[src/rtl/cpu_fetch_pkg.sv]
// Shared types for the 65C816 instruction fetch sequencer.
// Imported by the fetch interface and the sequencer itself.
package cpu_fetch_pkg;

  typedef enum logic [1:0] {
    IDLE    = 2'd0,
    OPCODE  = 2'd1,
    OPERAND = 2'd2,
    HOLD    = 2'd3
  } fetch_state_t;

  localparam int OPERAND_MAX = 3;
  localparam int IDX_W = $clog2(OPERAND_MAX + 1);

endpackage

[src/rtl/cpu_fetch_seq_if.sv]
// Fetch-to-execute instruction handshake bundle.
// The master side is the fetch sequencer; the slave side is execute.
interface cpu_fetch_seq_if;
  import cpu_fetch_pkg::*;

  logic        fetch_req;
  logic        flush;
  logic [1:0]  operand_len;
  logic [7:0]  opcode;
  logic [23:0] operand;
  logic        instr_valid;
  logic        instr_ready;

  modport master (
    input  fetch_req,
    input  flush,
    input  operand_len,
    input  instr_ready,
    output opcode,
    output operand,
    output instr_valid
  );

  modport slave (
    output fetch_req,
    output flush,
    output operand_len,
    output instr_ready,
    input  opcode,
    input  operand,
    input  instr_valid
  );

endinterface

[src/rtl/cpu_fetch_seq.sv]
// Opcode/operand fetch sequencer: reads bytes at {pbr, pc}, strobes the
// PC increment once per byte and hands the instruction to execute.
module cpu_fetch_seq
  import cpu_fetch_pkg::*;
(
  input  logic                  clk,
  input  logic                  reset,
  input  logic                  cpu_en,
  input  logic [15:0]           pc,
  input  logic [7:0]            pbr,
  output logic                  pc_inc,
  output logic [23:0]           bus_addr,
  output logic                  bus_rd,
  input  logic [7:0]            bus_rdata,
  cpu_fetch_seq_if.master       ex
);

  fetch_state_t     state;
  logic [IDX_W-1:0] byte_idx;
  logic [7:0]       opcode_q;
  logic [23:0]      operand_q;
  logic             more;
  logic             rd_cyc;

  assign more   = (byte_idx != ex.operand_len);
  assign rd_cyc = (state == OPCODE) ||
                  ((state == OPERAND) && more);

  assign bus_addr = {pbr, pc};
  assign bus_rd   = rd_cyc;
  // The byte lands on the same edge the PC advances.
  assign pc_inc   = rd_cyc & cpu_en & ~ex.flush;

  assign ex.opcode      = opcode_q;
  assign ex.operand     = operand_q;
  assign ex.instr_valid = (state == HOLD);

  always_ff @(posedge clk) begin
    if (reset) begin
      state     <= IDLE;
      byte_idx  <= '0;
      opcode_q  <= 8'h00;
      operand_q <= 24'h000000;
    end else if (cpu_en) begin
      if (ex.flush) begin
        state    <= IDLE;
        byte_idx <= '0;
      end else begin
        unique case (state)
          IDLE: begin
            if (ex.fetch_req)
              state <= OPCODE;
          end
          OPCODE: begin
            opcode_q  <= bus_rdata;
            operand_q <= 24'h000000;
            byte_idx  <= '0;
            state     <= OPERAND;
          end
          OPERAND: begin
            if (more) begin
              operand_q[{byte_idx, 3'b000} +: 8] <= bus_rdata;
              byte_idx <= byte_idx + 1'b1;
            end else begin
              state <= HOLD;
            end
          end
          HOLD: begin
            if (ex.instr_ready)
              state <= ex.fetch_req ? OPCODE : IDLE;
          end
        endcase
      end
    end
  end

endmodule

[src/flat_wrapper.sv]
// flat-port wrapper written by rule: the top's interface ports become plain ports
module cpu_fetch_seq_flat import cpu_fetch_pkg::*;
  (clk, reset, cpu_en, pc, pbr, pc_inc, bus_addr, bus_rd, bus_rdata, ex_fetch_req, ex_flush, ex_operand_len, ex_instr_ready, ex_opcode, ex_operand, ex_instr_valid);
  cpu_fetch_seq_if ex_i ();
  input  logic clk;
  input  logic reset;
  input  logic cpu_en;
  input  logic [15:0] pc;
  input  logic [7:0] pbr;
  output logic pc_inc;
  output logic [23:0] bus_addr;
  output logic bus_rd;
  input  logic [7:0] bus_rdata;
  input wire logic [$bits(ex_i.fetch_req)-1:0] ex_fetch_req;
  input wire logic [$bits(ex_i.flush)-1:0] ex_flush;
  input wire logic [$bits(ex_i.operand_len)-1:0] ex_operand_len;
  input wire logic [$bits(ex_i.instr_ready)-1:0] ex_instr_ready;
  output wire logic [$bits(ex_i.opcode)-1:0] ex_opcode;
  output wire logic [$bits(ex_i.operand)-1:0] ex_operand;
  output wire logic [$bits(ex_i.instr_valid)-1:0] ex_instr_valid;
  assign ex_i.fetch_req = ex_fetch_req;
  assign ex_i.flush = ex_flush;
  assign ex_i.operand_len = ex_operand_len;
  assign ex_i.instr_ready = ex_instr_ready;
  assign ex_opcode = ex_i.opcode;
  assign ex_operand = ex_i.operand;
  assign ex_instr_valid = ex_i.instr_valid;
  cpu_fetch_seq u_core (.clk(clk), .reset(reset), .cpu_en(cpu_en), .pc(pc), .pbr(pbr), .pc_inc(pc_inc), .bus_addr(bus_addr), .bus_rd(bus_rd), .bus_rdata(bus_rdata), .ex(ex_i));
endmodule
[config.mk]
export PLATFORM = sky130hd
export DESIGN_NAME = cpu_fetch_seq_flat
export DESIGN_NICKNAME = d
export VERILOG_FILES = /design/src/rtl/cpu_fetch_pkg.sv /design/src/rtl/cpu_fetch_seq_if.sv /design/src/rtl/cpu_fetch_seq.sv /design/src/flat_wrapper.sv
export SDC_FILE = /design/constraint.sdc
export NUM_CORES = 1
export LEC_CHECK = 0
export CORE_ASPECT_RATIO = 0.6
export CORE_MARGIN = 5
export CORE_UTILIZATION = 37
export CTS_CLUSTER_SIZE = 24
export DETAILED_ROUTE_END_ITERATION = 7
export PLACE_DENSITY = 0.74
export SLEW_MARGIN = 40
export SYNTH_ARGS = -nofsm -noshare
export SYNTH_HDL_FRONTEND = slang
export SYNTH_SLANG_ARGS = --single-unit
[constraint.sdc]
create_clock -name clk -period 1.71 [get_ports clk]
set_clock_uncertainty 0.1 [all_clocks]
set_input_delay 0.2565 -clock clk [delete_from_list [all_inputs] [get_ports clk]]
set_output_delay 0.2565 -clock clk [all_outputs]
set_load 0.01 [all_outputs]
# --- Yosys cells after proc, flatten, opt, wreduce, memory -nomap -nowiden ---
# Index checks and enable logic that the tools add are counted.
word_totals:
  elab_cells: 41
  out_inout_bits: 59
  register_bits: 36
  inputBits: 40
op_classes:
  shift: 2
  n_addsub: 2
  reduce_logical: 9
  bitwise_logic: 3
  eq_ne: 9
  muxes: 12
ops:
  columns: ["cell", "n"]
  rows:
  - ["case mux 24 bit (2 select lines)", 1]
  - ["bitwise mux 24 bit", 1]
  - ["2-to-1 mux 24 bit", 1]
  - ["variable shift 8 x 7 -> 24 bit (first input constant)", 1]
  - ["indexed part select 8 x 7 -> 24 bit", 1]
  - ["2-to-1 mux 2 bit", 6]
  - ["!= test 3 bit (second input constant)", 3]
  - ["case mux 2 bit (4 select lines)", 1]
  - ["AND reduction 4 bit", 2]
  - ["negation 5 -> 7 bit", 1]
  - ["AND reduction 3 bit", 2]
  - ["equality test 2 bit (second input constant)", 2]
  - ["case mux 2 bit (2 select lines)", 1]
  - ["!= test 3 x 2 -> 1 bit (second input constant)", 1]
  - ["nonzero test 3 bit", 1]
  - ["adder 2 x 1 -> 2 bit (second input constant)", 1]
  - ["bitwise AND 1 bit", 2]
  - ["equality test 2 x 1 -> 1 bit (second input constant)", 1]
  - ["logical NOT 2 bit", 1]
  - ["!= test 2 x 1 -> 1 bit (second input constant)", 1]
  - ["!= test 2 bit", 1]
  - ["nonzero test 2 bit", 1]
  - ["logical AND 1 bit", 1]
  - ["logical OR 1 bit", 1]
  - ["2 further kinds", 2]

# --- Depth between registers and ports, before layout ---
# Gate-level depths: netlist (run 1).
logic_depth:
  ltp_word: 5
  depth_mapped: 8
  depth_no_buf: 6

# --- Worst setup path after synthesis (run 1) ---
# Ideal clock, no wire load.
synth_timing:
  path_type: "reg2reg"
  from: "register u_core.state[0]"
  to: "register u_core.operand_q[10] (netlist: u_core.ex.operand[10])"
  stages_incl_launch_ff: 8
  period_less_slack_ps: 1893
  path_slack_ps: -183
  arrival_time_ps: 1721
  setup_ps: 72
  required_ps: 1538
  n_path_buf: 1
  path_cell_list: "dfxtp_1 > inv_1 > ha_1 > and3b_4 > nor2b_4 > buf_6 > a31oi_4 > mux2i_1"
synth_between:
  elab_chain_len: 3
  word_cells_on_any_way: 6
  cone_classes: "eq/ne (3); mux (1); reduce/logical (2)"
synth_rtl:
  columns: ["item", "line", "source"]
  rows:
  - ["from (decl)", "cpu_fetch_seq.sv:18", "fetch_state_t state;"]
  - ["from (signal assigned)", "cpu_fetch_seq.sv:70", "state <= ex.fetch_req ? OPCODE : IDLE;"]
  - ["equality test 2 bit or equality test 2 x 1 -> 1 bit (tied branches)", "cpu_fetch_seq.sv:49", "unique case (state)"]
  - ["!= test 2 x 1 -> 1 bit (no source line) or nonzero test 2 bit (tied branches)", null, null]
  - ["AND reduction 4 bit (no source line)", null, null]
  - ["to (signal, indexed assignment)", "cpu_fetch_seq.sv:62", "operand_q[{byte_idx, 3'b000} +: 8] <= bus_rdata;"]
  - ["to (decl)", "cpu_fetch_seq.sv:21", "logic [23:0] operand_q;"]
# Parallel ways exist; a longest one is shown, timed or not.
# A chain may end at the register's enable or synchronous reset.

# --- Worst setup path after layout (run 1) ---
layout_timing:
  from: "register u_core.state[0]"
  to: "register u_core.operand_q[14] (netlist: u_core.ex.operand[14])"
# The elaborated chain is that of the path after synthesis.

==> flow_summary.ini, run 1 <==
[run_status]
status = complete, but fails checks
violations = setup timing

[power_and_ir_drop]
comb_power_share_pct = 11.6
clockPowerShare_pct = 38.2
power_leakage_nw = 1.20
power.share.sequential_pct = 50.2
switching_power_mw = 0.386
p_int_mw = 1.30
p_per_area_mw_per_mm2 = 588
switching_share_pct = 22.9
finalPower_mw = 1.68
peakVddDrop_mv = 0.266

[die]
io_pins = 99
rows = 20
core_area_sq_mm = 0.00515
initial_core_util_pct = 38.9
die_h_microns = 67.0
die_width_microns = 105
die_area_sq_mm = 0.00705

[timing]
setup_violations = 7
worst_slack_ns = -0.0412
finalMaxSlewViolations = 0
hold_viol_final = 0
fmax_mhz = 571
period_share_pct = 102
period_minus_slack_ns = 1.75
grt_setup_unrepaired = true
tightest_slew_ns = 0.457
relSlewSlack_pct = 69.5

[cts]
cts_num_sinks = 36
cts_root_buffer = clkbuf_8
numCtsBuffers = 5
clkLatencyLatePin_ns = 0.28
ctsHoldBuffers = 0
clockBufferDepth = 2
cts_tree = done
cts.clk_slew.worst_paths_ns = 0.07
htree_levels = 2

[logic_synthesis]
post_synth_num_cell_types = 39
ys_seq_elements = 36
synth_edf_count = 0
synthesis.nets = 285
ys_seq_area_share_pct = 35.9
syn_inst = 237
syn_area_per_cell_sq_um = 8.47
synth-warning-count = 0
ys.flop_type = dfxtp_1
async_reset_ff_share_pct = 0
synth_area_sq_mm = 0.00201

[route]
vias_per_cell = 4.88
avgRoutedWirePerCell_microns = 14.5
detail-route-antenna-nets = 0
num_vias = 1747
dr.pass1.iters = 4
drtIter0Drc = 87
wl_microns = 5180
drc = 0

[worst_hold_path]
min_path_type = flop to flop

[worst_setup_path]
critPathKind = flop to flop
cp_slowest_stage_delay_ns = 0.35
startpoint_type = flop
crit_buf_inv = 3
path_delay_family = flip-flops
cp.required_ns = 1.82
path_cells = inv_2 -> ha_4 -> and3b_4 -> nor2b_4 -> buf_6 -> a31oi_4 -> buf_12 -> mux2i_2
cp_data_arrival_time_ns = 1.86
critical_path.endpoint_type = flop
critPathSlowestCell = dfxtp_2
cp_max_fo = 8

[place]
io_buffer_count = 50
place_congestion = 0.792
dpl.hpwl_microns = 3930

[cells_and_area]
diodes = 0
syn2layout_area_growth_pct = 42.5
ff_latch_area_sq_um = 728
layout_commonest_cell = clkdlybuf4s50_1
multiInputGateArea_sq_mm = 0.00111
layout_common_cells = clkdlybuf4s50_1 (45), nand2_1 (34), dfxtp_1 (32)
fill_cells = 465
final_nets = 340
drive_gt1_share_pct = 24.7
final_util_pct = 55.5

[global_routing]
grt_max_degree = 26
grt_antenna_before_repair = 0
grt_use_total_pct = 14.6
grt_pass1_wl_microns = 8280
grt_pass1_vias = 1724
grt_overflow_total = 0

[run]
drv_cap = 0
## through the flow
step | TNS [ns] | std cells | cell area, sq um | hold slack, ns | setup WS [ns]
detailed placement | -5.99 | 346 | 2610 | 0.356 | -0.436
finish | -0.0969 | 358 | 2860 | 0.362 | -0.0412
global route | -1.57 | 358 | 2860 | 0.385 | -0.124
global placement | -4.93 | 346 | 2610 | 0.347 | -0.410
CTS | -0.112 | 357 | 2780 | 0.367 | -0.0326
floorplan | -0.211 | 237 | 2020 | 0.300 | -0.0181
## registers in the layout, summed over array words and instances (netlist names)
signal,cells
u_core.ex.opcode,8
u_core.byte_idx,2
u_core.ex.operand,24
u_core.state,2
## layout make-up
class                   count  area share [%]
inverters                  17            2.23
flip-flops and latches     36            25.5
multi-input cells         150            38.8
well taps                  66            2.89
clock buffers               7            3.37
repair buffers             82            27.3
## cells by family (layout without fill, tap and decap cells)
kind of cell | Yosys count | count (layout) | share of synthesized area [%]
buffers and inverters | 51 | 106 | 14.9
AO/OA/AOI/OAI | 31 | 31 | 11.0
adder cells (fa/ha/maj) | 8 | 8 | 4.99
XOR/XNOR | 2 | 2 | 1.62
AND/OR/NAND/NOR | 85 | 85 | 19.6
flip-flops | 36 | 36 | 35.9
multiplexers | 24 | 24 | 12.0
## Yosys cell counts, types with 3 or more instances
| master | number | area share [%] |
|---|---|---|
| nand3_1 | 10 | 2.5 |
| a21oi_1 | 8 | 2.0 |
| nand2_1 | 35 | 6.5 |
| buf_1 | 3 | 0.56 |
| clkbuf_1 | 3 | 0.56 |
| ha_1 | 8 | 5.0 |
| nor2_1 | 28 | 5.2 |
| inv_1 | 16 | 3.0 |
| o21ai_0 | 9 | 2.2 |
| dfxtp_1 | 36 | 36 |
| buf_4 | 24 | 9.0 |
| mux2i_1 | 24 | 12 |
## timing repair
item / in CTS / in global routing
endpoints found under the setup margin: 25 / 29
gates resized for setup: 29 / 18
setup buffers: 4 / 2
pin swaps: 4 / 19
## power by group through the flow
stage / clock, mW / sequential [mW] / combinational (mW)
finish: 0.643 / 0.844 / 0.195
global route: 0.697 / 0.843 / 0.210
CTS: 0.663 / 0.843 / 0.188
detailed placement: 0 / 0.864 / 0.178
global placement: 0 / 0.864 / 0.176
floorplan: 0 / 0.866 / 0.137
## path summary, 6_finish.rpt
kind | start | endpoint | slack [ns] | cells past startpoint
worst min-delay path | u_core.ex.operand[8] | u_core.ex.operand[8] | 0.36 | 2
worst max register to register | u_core.state[0] | u_core.ex.operand[14] | -0.04 | 8
worst min register to register | u_core.ex.operand[8] | u_core.ex.operand[8] | 0.36 | 2
worst max-delay path | u_core.state[0] | u_core.ex.operand[14] | -0.04 | 8
## worst min-delay path, stage by stage, from the launching register on
cell	delay (ns)
dfxtp_1	0.31
nand2_1	0.05
mux2i_1	0.05
## per-layer routing
metal | track usage [%] | vias up | routed length, microns
met4 | 3.51 | 0 | 27
met2 | 20.7 | 61 | 2170
li1 | - | 866 | -
met1 | 20.8 | 815 | 2620
met3 | 5.42 | 5 | 365
met5 | 0 | - | 0
Note: power is estimated with default switching activity, not from simulation.
==> inputs of run 2 (changes only) <==
Settings changed: SLEW_MARGIN 40 to 0.
==> results of run 2 <==
No change in the layout: final DEF, timing and power equal those of run 1.
==> inputs of run 3 (changes only) <==
Settings changed: CORE_ASPECT_RATIO 0.6 to not set.
==> flow_summary.ini, run 3 (same netlist as run 1, synthesis figures left out) <==
[power_and_ir_drop]
p_int_mw = 1.26
peakVddDrop_mv = 0.432
comb_power_share_pct = 11.1
switching_share_pct = 22.8
switching_power_mw = 0.374
clockPowerShare_pct = 37.3
power_leakage_nw = 1.18
p_per_area_mw_per_mm2 = 588
power.share.sequential_pct = 51.6

[cts]
cts_tree = done
numCtsBuffers = 5
cts.clk_slew.worst_paths_ns = 0.07
clockBufferDepth = 2
cts_root_buffer = clkbuf_8
clkLatencyLatePin_ns = 0.28
ctsHoldBuffers = 0
cts_num_sinks = 36
htree_levels = 2

[place]
place_congestion = 0.762
io_buffer_count = 50
placed_cells = 348
dpl.hpwl_microns = 3770

[run_status]
violations = setup timing
status = complete, but fails checks

[cells_and_area]
fill_cells = 454
largest_reg_flops = 24
final_nets = 336
drive_gt1_share_pct = 19.0
fin_cells = 359
layout_commonest_cell = clkdlybuf4s50_1
syn2layout_area_growth_pct = 38.6
layout_common_cells = clkdlybuf4s50_1 (45), nand2_1 (35), dfxtp_1 (32)
final_util_pct = 53.8
diodes = 0

[worst_setup_path]
critPathSlowestCell = dfxtp_2
startpoint_type = flop
path_cells = inv_2 -> ha_4 -> and3b_4 -> nor2b_4 -> a31o_1 -> buf_12 -> mux2i_1
critical_path.endpoint_type = flop
cp.required_ns = 1.81
cp_slowest_stage_delay_ns = 0.36
cp_max_fo = 8
critPathKind = flop to flop
cp_data_arrival_time_ns = 1.86

[worst_hold_path]
min_path_type = flop to flop

[route]
drtIter0Drc = 66
num_vias = 1725
dr.pass1.iters = 4
avgRoutedWirePerCell_microns = 13.6
detail-route-antenna-nets = 0
wl_microns = 4880
drc = 0
vias_per_cell = 4.81

[timing]
fmax_mhz = 568
setup_tns_ns = -0.322
grt_setup_unrepaired = true
worst_slack_ns = -0.0507
relSlewSlack_pct = 73.2
finalMaxSlewViolations = 0
setup_violations = 9
hold_viol_final = 0
tightest_slew_ns = 0.402
period_minus_slack_ns = 1.76
period_share_pct = 103

[run]
drv_cap = 0

[global_routing]
grt_pass1_vias = 1669
grt_pass1_wl_microns = 7890
grt_max_degree = 25
grt_use_total_pct = 13.6
grt_overflow_total = 0
grt_antenna_before_repair = 0

[die]
io_pins = 99
die_area_sq_mm = 0.00700
core_area_sq_mm = 0.00517
die_h_microns = 83.7
die_width_microns = 83.7
initial_core_util_pct = 38.8
rows = 26
run 3: changes by cell type in the layout (fill, tap and decap cells not counted), moves of 2 or more:
cell      previous run  this run
ha_4                 1         3
buf_4               25        22
o21ai_0              1         6
buf_6                4         2
clkbuf_1             0         2
o21ai_1              0         3
o21ai_2              7         0
a21oi_2              2         0
ha_1                 7         5
a21oi_1              6         8
run 3: worst paths after layout:
| path | slack, ns | depth (start not counted) | endpoint | start |
|---|---|---|---|---|
| max | -0.05 | 7 | u_core.ex.operand[17] | u_core.state[1] |
| min | 0.36 | 2 | u_core.ex.operand[21] | u_core.ex.operand[21] |
| max reg2reg | -0.05 | 7 | u_core.ex.operand[17] | u_core.state[1] |
| min reg2reg | 0.36 | 2 | u_core.ex.operand[21] | u_core.ex.operand[21] |
run 3: final cells by class:
cell class	instances	area (sq um)	share of cell area (%)
sequential	36	728	26.2
multi-input combinational	150	1050	37.9
clock buffer	8	90.1	3.24
inverter	17	63.8	2.29
timing repair buffer	78	758	27.3
tap	70	87.6	3.15
run 3: what timing repair did:
item / 4_1_cts / 5_1_grt
buffers inserted: 2 / 2
endpoints found under the setup margin: 19 / 28
gates resized for setup: 10 / 14
pin swaps: 2 / 6
run 3: power by group through the flow:
stage | combinational, mW | clock [mW] | sequential, mW
2_1_floorplan | 0.137 | 0 | 0.866
3_3_place_gp | 0.176 | 0 | 0.864
3_5_place_dp | 0.178 | 0 | 0.864
4_1_cts | 0.178 | 0.629 | 0.845
5_1_grt | 0.198 | 0.672 | 0.843
6_report | 0.182 | 0.610 | 0.843
run 3: routing by layer:
layer	share of wire, %	global-route usage (%)
met1	45	16.2
met2	48	23.3
met3	7.2	4.84
met4	0.55	3.36
met5	0	0
run 3: per-stage QoR:
| step | setup WS [ns] | hold WS [ns] | power [mW] | cell area [sq um] |
|---|---|---|---|---|
| 4_1_cts | -0.0720 | 0.360 | 1.65 | 2720 |
| 2_1_floorplan | -0.0181 | 0.300 | 1.00 | 2020 |
| 6_report | -0.0507 | 0.358 | 1.64 | 2780 |
| 3_5_place_dp | -0.424 | 0.351 | 1.04 | 2610 |
| 5_1_grt | -0.109 | 0.380 | 1.71 | 2780 |
| 3_3_place_gp | -0.373 | 0.344 | 1.04 | 2610 |
run 3: worst max-delay path, delay by kind of cell (launching register included):
family                   cells  cell delay, ns
AO/OA/AOI/OAI                1            0.17
adder cells (fa/ha/maj)      1            0.27
buffers and inverters        2            0.20
flip-flops                   1            0.36
multiplexers                 1            0.18
AND/OR/NAND/NOR              2            0.41
